### src/rtl/apb_led_matrix.sv
// APB-driven 4x4 LED matrix scanner: active-low row strobes, blanking between rows, frame-done interrupt.
// Optional per-row PWM dimming via CTRL.DUTY when LED_MATRIX_PWM_EN is defined.
module apb_led_matrix #(
  parameter int unsigned ROW_CYCLES   = 50000,
  parameter int unsigned BLANK_CYCLES = 16
) (
  input  logic        clk,
  input  logic        rst_n,
  input  logic        PSEL,
  input  logic        PENABLE,
  input  logic        PWRITE,
  input  logic [3:0]  PADDR,
  input  logic [31:0] PWDATA,
  output logic [31:0] PRDATA,
  output logic        PREADY,
  output logic [3:0]  row_n,
  output logic [3:0]  col,
  output logic        FrameINT
);

  localparam int unsigned    CW        = (ROW_CYCLES > 1) ? $clog2(ROW_CYCLES) : 1;
  localparam logic [CW-1:0] CNT_LAST  = CW'(ROW_CYCLES - 1);
  localparam logic [CW-1:0] CNT_BLANK = CW'(BLANK_CYCLES);

  typedef enum logic [1:0] {
    A_PATTERN = 2'd0,
    A_CTRL    = 2'd1,
    A_STATUS  = 2'd2,
    A_NONE    = 2'd3
  } addr_e;

  addr_e addr;
  logic  wr_en, wr_pattern, wr_ctrl, wr_status;
  logic  wrap;

  logic [15:0]   pattern_q, pattern_d;
  logic          en_q, en_d;
  logic          inten_q, inten_d;
  logic          flag_q, flag_d;
  logic [CW-1:0] cnt_q, cnt_d;
  logic [1:0]    r_q, r_d;
  logic [15:0]   shadow_q, shadow_d;
  logic [3:0]    row_n_q, row_n_d;
  logic [3:0]    col_q, col_d;
`ifdef LED_MATRIX_PWM_EN
  logic [3:0]    duty_q, duty_d;
  logic [3:0]    p_q, p_d;
`endif

  logic unused_bits;
  assign unused_bits = ^{PWDATA[31:16], PADDR[1:0]};

  assign addr       = addr_e'(PADDR[3:2]);
  assign wr_en      = PSEL & PENABLE & PWRITE;
  assign wr_pattern = wr_en && (addr == A_PATTERN);
  assign wr_ctrl    = wr_en && (addr == A_CTRL);
  assign wr_status  = wr_en && (addr == A_STATUS);

  always_comb begin
    pattern_d = pattern_q;
    en_d      = en_q;
    inten_d   = inten_q;
    flag_d    = flag_q;
    cnt_d     = cnt_q;
    r_d       = r_q;
    shadow_d  = shadow_q;
    wrap      = 1'b0;
`ifdef LED_MATRIX_PWM_EN
    duty_d    = duty_q;
`endif

    if (wr_pattern) pattern_d = PWDATA[15:0];
    if (wr_ctrl) begin
      en_d    = PWDATA[0];
      inten_d = PWDATA[1];
`ifdef LED_MATRIX_PWM_EN
      duty_d  = PWDATA[7:4];
`endif
    end

    // An EN toggle restarts the scan; on enable the frame latches the current pattern.
    if (wr_ctrl && (PWDATA[0] != en_q)) begin
      cnt_d = '0;
      r_d   = '0;
      if (PWDATA[0]) shadow_d = pattern_d;
    end else if (!en_q) begin
      cnt_d    = '0;
      r_d      = '0;
      shadow_d = pattern_d;
    end else if (cnt_q == CNT_LAST) begin
      cnt_d = '0;
      r_d   = r_q + 1'b1;
      if (r_q == 2'd3) begin
        wrap     = 1'b1;
        shadow_d = pattern_d;
      end
    end else begin
      cnt_d = cnt_q + 1'b1;
    end

    if (wr_status && PWDATA[0]) flag_d = 1'b0;
    if (wrap)                   flag_d = 1'b1;
  end

  // Drive values are derived from the current counter state and registered, so pins lag cnt/r by one cycle.
  always_comb begin
    row_n_d = '1;
    col_d   = '0;
`ifdef LED_MATRIX_PWM_EN
    p_d     = '0;
`endif
    if (en_q && (cnt_q >= CNT_BLANK)) begin
      row_n_d = ~(4'b0001 << r_q);
      col_d   = shadow_q[{r_q, 2'b00} +: 4];
`ifdef LED_MATRIX_PWM_EN
      if (p_q > duty_q) col_d = '0;
      p_d = p_q + 1'b1;
`endif
    end
  end

  always_ff @(posedge clk or negedge rst_n) begin
    if (!rst_n) begin
      pattern_q <= '0;
      en_q      <= 1'b0;
      inten_q   <= 1'b0;
      flag_q    <= 1'b0;
      cnt_q     <= '0;
      r_q       <= '0;
      shadow_q  <= '0;
      row_n_q   <= '1;
      col_q     <= '0;
`ifdef LED_MATRIX_PWM_EN
      duty_q    <= '0;
      p_q       <= '0;
`endif
    end else begin
      pattern_q <= pattern_d;
      en_q      <= en_d;
      inten_q   <= inten_d;
      flag_q    <= flag_d;
      cnt_q     <= cnt_d;
      r_q       <= r_d;
      shadow_q  <= shadow_d;
      row_n_q   <= row_n_d;
      col_q     <= col_d;
`ifdef LED_MATRIX_PWM_EN
      duty_q    <= duty_d;
      p_q       <= p_d;
`endif
    end
  end

  always_comb begin
    PRDATA = '0;
    case (addr)
      A_PATTERN: PRDATA[15:0] = pattern_q;
      A_CTRL: begin
        PRDATA[0] = en_q;
        PRDATA[1] = inten_q;
`ifdef LED_MATRIX_PWM_EN
        PRDATA[7:4] = duty_q;
`endif
      end
      A_STATUS: begin
        PRDATA[0]   = flag_q;
        PRDATA[3:2] = r_q;
      end
      default: PRDATA = '0;
    endcase
  end

  assign PREADY   = 1'b1;
  assign row_n    = row_n_q;
  assign col      = col_q;
  assign FrameINT = flag_q & inten_q;

endmodule
### config.mk
export PLATFORM = sky130hd
export DESIGN_NAME = apb_led_matrix
export DESIGN_NICKNAME = d
export VERILOG_FILES = /design/src/rtl/apb_led_matrix.sv
export SDC_FILE = /design/constraint.sdc
export NUM_CORES = 1
export LEC_CHECK = 0
export ABC_CLOCK_PERIOD_IN_PS = 3200
export CORE_MARGIN = 3
export CORE_UTILIZATION = 35
export DETAILED_ROUTE_END_ITERATION = 8
export PLACE_DENSITY = 0.65
export SETUP_SLACK_MARGIN = 0.3
export SYNTH_ARGS = -nofsm -noshare
export SYNTH_HDL_FRONTEND = slang
export SYNTH_SLANG_ARGS = --single-unit
### constraint.sdc
create_clock -name clk -period 3.2 [get_ports clk]
set_input_delay 0.64 -clock clk [delete_from_list [all_inputs] [get_ports clk]]
set_output_delay 0.64 -clock clk [all_outputs]
set_load 0.01 [all_outputs]
==> results of run 1 <==
state kept, by name, summed over array words and instances, names as in the netlist:
signal / flops
cnt_q: 16
pattern_q: 16
shadow_q: 16
col: 4
row_n: 4
r_q: 2
en_q: 1
flag_q: 1
inten_q: 1
final timing paths:
kind | slack, ps | from | endpoint
worst max-delay path | 440 | PADDR[3] | PRDATA[11]
worst min-delay path | 500 | rst_n | pattern_q[14]
worst max register to register | 1120 | cnt_q[0] | shadow_q[12]
worst min register to register | 510 | cnt_q[0] | cnt_q[0]
max in group asynchronous | 1980 | rst_n | pattern_q[2]
min in group clk | 510 | cnt_q[0] | cnt_q[0]
layout make-up:
class | instances | area (sq um) | share of cell area [%]
clock inverters | 7 | 122.6 | 3.203
clock buffers | 9 | 123.9 | 3.235
multi-input cells | 171 | 1380 | 36.05
flip-flops and latches | 61 | 1531 | 40.00
well taps | 105 | 131.4 | 3.431
inverters | 7 | 26.28 | 0.6863
repair buffers | 53 | 513.0 | 13.40
logic make-up (layout without fill, tap and decap cells):
group                    Yosys count  in the layout  synth area share [%]
AO/OA/AOI/OAI                     13             13                 2.686
XOR/XNOR                          12             12                 3.419
adder cells (fa/ha/maj)            6              6                 2.442
buffers and inverters             33             76                 7.123
flip-flops                        61             61                 49.82
multiplexers                      43             43                 18.23
other                              2             17                0.2443
AND/OR/NAND/NOR                   80             80                 16.04
routing by layer:
layer | global-route usage, % | routed length (um) | vias up
li1 | - | - | 925
met1 | 16.29 | 2564 | 956
met2 | 19.81 | 2665 | 45
met3 | 3.997 | 302 | 9
met4 | 4.412 | 89 | 0
met5 | 0 | 0 | -
Yosys cell counts (4+ instances only):
library cell,n
dfrtp_1,57
buf_4,20
mux2_2,20
nor2_1,20
and2_1,18
mux2_4,10
nand2_1,10
inv_1,7
nand3_1,7
xnor2_1,7
ha_1,6
mux2i_1,5
o21ai_0,5
xor2_1,5
dfstp_2,4
mux2_1,4
mux4_2,4
power by group:
group | total [mW] | internal [mW] | switching (mW) | leakage (nW)
sequential | 0.997 | 0.914 | 0.0828 | 0.779
combinational | 0.412 | 0.252 | 0.160 | 0.771
clock | 0.837 | 0.521 | 0.316 | 0.116
timing repair:
item | 4_1_cts | 5_1_grt
hold endpoints to repair | 0 | 0
gates resized for setup | 0 | 1
endpoints found under the setup margin | 0 | 11
==> run summary, run 1 <==
site row count: 33
placed standard-cell area: 3580 sq um
critical path type: in -> out
share of synthesized area occupied by flip-flops and latches: 49.82%
mean area per synthesized cell: 12.30 sq um
leakage power summed over all cells: 1.666 nW
critical path data required time: 2560 ps
DRC violation count after routing: 0
PortBufs: 47
slowest cell on the critical path: clkdlybuf4s50_1
number of fillers in the final layout: 773
pre-CTS WS: 357.1 ps
Crit path largest cell delay: 530 ps
count of yosys warnings during synthesis: 0
TritonCTS clock tree: yes
crit-path cells: clkdlybuf4s50_1 -> nor2_1 -> buf_4 -> and2_1 -> clkdlybuf4s50_1
routed via count: 1935
half-perimeter wire length of the detailed placement result: 3.992 mm
most common library cell in the layout ignoring fill and taps: dfrtp_1
cells on worst reg2reg path: 6
nature of the critical path endpoint: primary output
fraction of layout cells with a size suffix above 1: 23.05%
number of flip-flops and latches in the synthesized netlist: 61
growth of design area from synthesis to finish: 24.54%
aggregate routed wire length: 5.622 mm
Maximum Capacitance Violations: 0
synthesized netlist cell count: 250
Placer Congestion: 0.7934
Post-Route Utilization: 45.68%
per-cell routed wire length: 13.61 um
cell type with the largest total area after synthesis: dfrtp_1
run status: finished, final reports clean
quantity of hold-fixing buffers added after cts: 0
placed cell count: 397
H-Tree Level Count: 3
worst min-delay path category: in -> async
hold violation count in the final report: 0
count of flip-flops with a built-in enable after synthesis: 0
Worst Path Buf+Inv: 3
P per Cell Area: 586.7 nW/um^2
Synth Cell Area: 3074 sq um
die height: 99.72 um
Most used DFF post-synth: dfrtp_1
worst hold slack: 499.1 ps
actual slew at the worst max-slew pin: 1083 ps
total power consumption of the routed design: 2.246 mW
ANT nets after route: 0
total inserted antenna cells: 0
share of the clock period used by the worst path after layout: 86.22%
leading post-synthesis cells by cell area: dfrtp_1, mux2_2, buf_4, mux2_4, and2_1
largest fanout on the critical path: 12
initial antenna violation count: 0
buffer type at the clock tree root: clkbuf_8
Max Freq: 362.4 MHz
cell depth of the worst setup path: 5
arrival time worst endpoint: 2120 ps
ys async rst share: 100.0%
TNS Setup: 0 ps
per-cell via count in the routed design: 4.685
core footprint: 8382 sq um
fin crit period: 2759 ps
clk sink count: 61
dominant cell type by count on the critical path: clkdlybuf4s50_1
Post-Layout Inst Area: 3829 sq um
clock slew at the register clock pins of the worst setup and hold paths: 80 ps
fin worst setup slack: 441.0 ps
Final Non-Filler Cells: 413
worst-case headroom to the max-slew limit: 27.79%
GRT Total Usage: 12.57%
post-CTS setup-driven buffer insertion count: 0
Synth top area share: 46.40%
I/O pin cnt: 83
post-synth cell types: 44
Final Net Count: 350
largest net degree at the start of global routing: 50
top library cells by usage in the layout, fill and taps aside: dfrtp_1, clkdlybuf4s50_1, nor2_1, mux2_2, and2_1
number of buffers on the longest clock path: 2
unrepaired setup endpoints after global routing: no
Slew Viols, Final: 0
wire length of the first global-routing pass: 9.825 mm
total clock buffers created by CTS: 9
endpoints failing setup: 0
peak supply drop: 0.0002474 V
Clock Skews: 6.915 ps
vias in the first global route: 1986
CP top delay family: buffers and inverters
total die area: 9944 sq um
Initial Util: 36.68%
horizontal die dimension: 99.72 um
category of the worst setup path launch point: input pin
DRC marker count from the first detailed-route iteration: 49
count of TritonRoute iterations in the first routing pass: 4
Congestion Overflow GR: 0
Clk Latency, worst-skew pair: 340 ps
Power figures use the tool's default switching activity.
==> inputs of run 2 (changes only) <==
--- a/config.mk
+++ b/config.mk
@@ -8,7 +8,9 @@
 export ABC_CLOCK_PERIOD_IN_PS = 3200
 export CORE_MARGIN = 3
 export CORE_UTILIZATION = 35
+export CTS_CLUSTER_SIZE = 20
 export DETAILED_ROUTE_END_ITERATION = 8
+export GPL_TIMING_DRIVEN = 0
 export PLACE_DENSITY = 0.65
 export SETUP_SLACK_MARGIN = 0.3
 export SYNTH_ARGS = -nofsm -noshare
==> run summary, run 2 (synthesis gave the netlist of run 1 again) <==
run status: finished, final reports clean
H-Tree Level Count: 3 (unchanged)
Post-Layout Inst Area: 3891 sq um (+1.6%)
die height: 99.72 um (unchanged)
ANT nets after route: 0 (unchanged)
P per Cell Area: 520.7 nW/um^2 (-11%)
half-perimeter wire length of the detailed placement result: 4.344 mm (+8.8%)
R2R Path Start: cnt_q[0]
clock slew at the register clock pins of the worst setup and hold paths: 60 ps (-20 ps)
pre-CTS WS: 426.4 ps (+69.29 ps)
unrepaired setup endpoints after global routing: no
buffer type at the clock tree root: clkbuf_8
TNS Setup: 0 ps (unchanged)
CP top delay family: buffers and inverters
peak supply drop: 0.0002878 V (+16%)
slowest cell on the critical path: clkdlybuf4s50_1
Post-Route Utilization: 46.42% (+0.75 points)
category of the worst setup path launch point: flip-flop
Worst Path Buf+Inv: 2 (-1)
Max Freq: 379.0 MHz (+4.6%)
hold violation count in the final report: 0 (unchanged)
initial antenna violation count: 0 (unchanged)
Final Net Count: 369 (+5.4%)
arrival time worst endpoint: 2000 ps (-120 ps)
total power consumption of the routed design: 2.026 mW (-9.8%)
leakage power summed over all cells: 1.731 nW (+3.9%)
nature of the critical path endpoint: primary output
crit-path cells: clkbuf_1 -> mux2i_1 -> nor2_1 -> clkdlybuf4s50_1
GRT Total Usage: 13.13% (+0.56 points)
share of the clock period used by the worst path after layout: 82.46% (-3.8 points)
Clock Skews: 14.12 ps (+7.206 ps)
actual slew at the worst max-slew pin: 604.5 ps (-478.7 ps)
DRC violation count after routing: 0 (unchanged)
clk sink count: 61 (unchanged)
growth of design area from synthesis to finish: 26.58%
total clock buffers created by CTS: 9 (unchanged)
PortBufs: 45 (-4.3%)
routed via count: 1979 (+2.3%)
cells on worst reg2reg path: 7 (+1)
wire length of the first global-routing pass: 10.19 mm (+3.7%)
Initial Util: 36.68% (unchanged)
per-cell via count in the routed design: 4.581 (-2.2%)
Final Non-Filler Cells: 432 (+4.6%)
worst-case headroom to the max-slew limit: 59.70% (+32 points)
largest fanout on the critical path: 7 (-5)
site row count: 33 (unchanged)
Clk Latency, worst-skew pair: 330 ps (about the same)
post-CTS resize count: 0 (unchanged)
placed standard-cell area: 3727 sq um (+4.1%)
endpoints failing setup: 0 (unchanged)
Congestion Overflow GR: 0 (unchanged)
total inserted antenna cells: 0 (unchanged)
vias in the first global route: 2058 (+3.6%)
largest net degree at the start of global routing: 37 (-26%)
count of TritonRoute iterations in the first routing pass: 4 (unchanged)
CP Launch Point: r_q[0]
reg-to-reg slack, setup: 1140 ps (+20 ps)
aggregate routed wire length: 5.993 mm (+6.6%)
per-cell routed wire length: 13.87 um (+1.9%)
Placer Congestion: 0.7843 (-1.1%)
Crit path largest cell delay: 550 ps (+20 ps)
I/O pin cnt: 83 (unchanged)
fraction of layout cells with a size suffix above 1: 26.61% (+3.6 points)
number of fillers in the final layout: 777 (+0.52%)
cell depth of the worst setup path: 4 (-1)
TritonCTS clock tree: yes
most common library cell in the layout ignoring fill and taps: dfrtp_1
fin worst setup slack: 561.3 ps (+120.3 ps)
post-CTS setup-driven buffer insertion count: 0 (unchanged)
core footprint: 8382 sq um (unchanged)
Maximum Capacitance Violations: 0 (unchanged)
horizontal die dimension: 99.72 um (unchanged)
placed cell count: 416 (+4.8%)
number of buffers on the longest clock path: 2 (unchanged)
worst hold slack: 318.4 ps (-180.7 ps)
fin crit period: 2639 ps (-120.3 ps)
total die area: 9944 sq um (unchanged)
Slew Viols, Final: 0 (unchanged)
top flop regs: cnt_q (16), pattern_q (16), shadow_q (16)
top library cells by usage in the layout, fill and taps aside: dfrtp_1, clkdlybuf4s50_1, buf_4, nor2_1, mux2_2
critical path data required time: 2560 ps (about the same)
DRC marker count from the first detailed-route iteration: 78 (+59%)
critical path type: reg -> out
quantity of hold-fixing buffers added after cts: 0 (unchanged)
worst min-delay path category: in -> async
## run 2: layout make-up
type | count | area (sq um) | share of cell area [%]
inverter | 7 | 26.28 | 0.6752
clock inverter | 2 | 10.01 | 0.2572
sequential | 61 | 1531 | 39.36
timing repair buffer | 46 | 465.4 | 11.96
multi-input combinational | 171 | 1380 | 35.47
clock buffer | 14 | 152.6 | 3.923
buffer | 26 | 193.9 | 4.984
tap | 105 | 131.4 | 3.376
## run 2: worst reg2reg max path: cells and delay by family (launching register included)
| kind | cells | cell delay, ps |
|---|---|---|
| DFF | 1 | 410 |
| AOI/OAI and AO/OA | 1 | 360 |
| buffers and inverters | 2 | 350 |
| muxes | 1 | 310 |
| and+or+nand+nor | 2 | 300 |
| adders and majority gates | 1 | 220 |
## run 2: report_power, final
group / switching, mW / internal [mW]
sequential: 0.0830 / 0.915
clock: 0.282 / 0.301
combinational: 0.170 / 0.276
## run 2: final timing paths
kind | to
worst max-delay path | PRDATA[2]
worst min register to register | pattern_q[14]
worst min-delay path | shadow_q[6]
min in group clk | pattern_q[14]
worst max register to register | shadow_q[10]
max in group asynchronous | row_n[1]
## run 2: metal layers
layer,global-route usage (%),vias up,part of all wire [%]
met5,0,-,0
met4,5.882,0,2.2
met3,3.647,11,4.9
met2,21.09,51,48
met1,16.47,956,45
li1,-,961,-
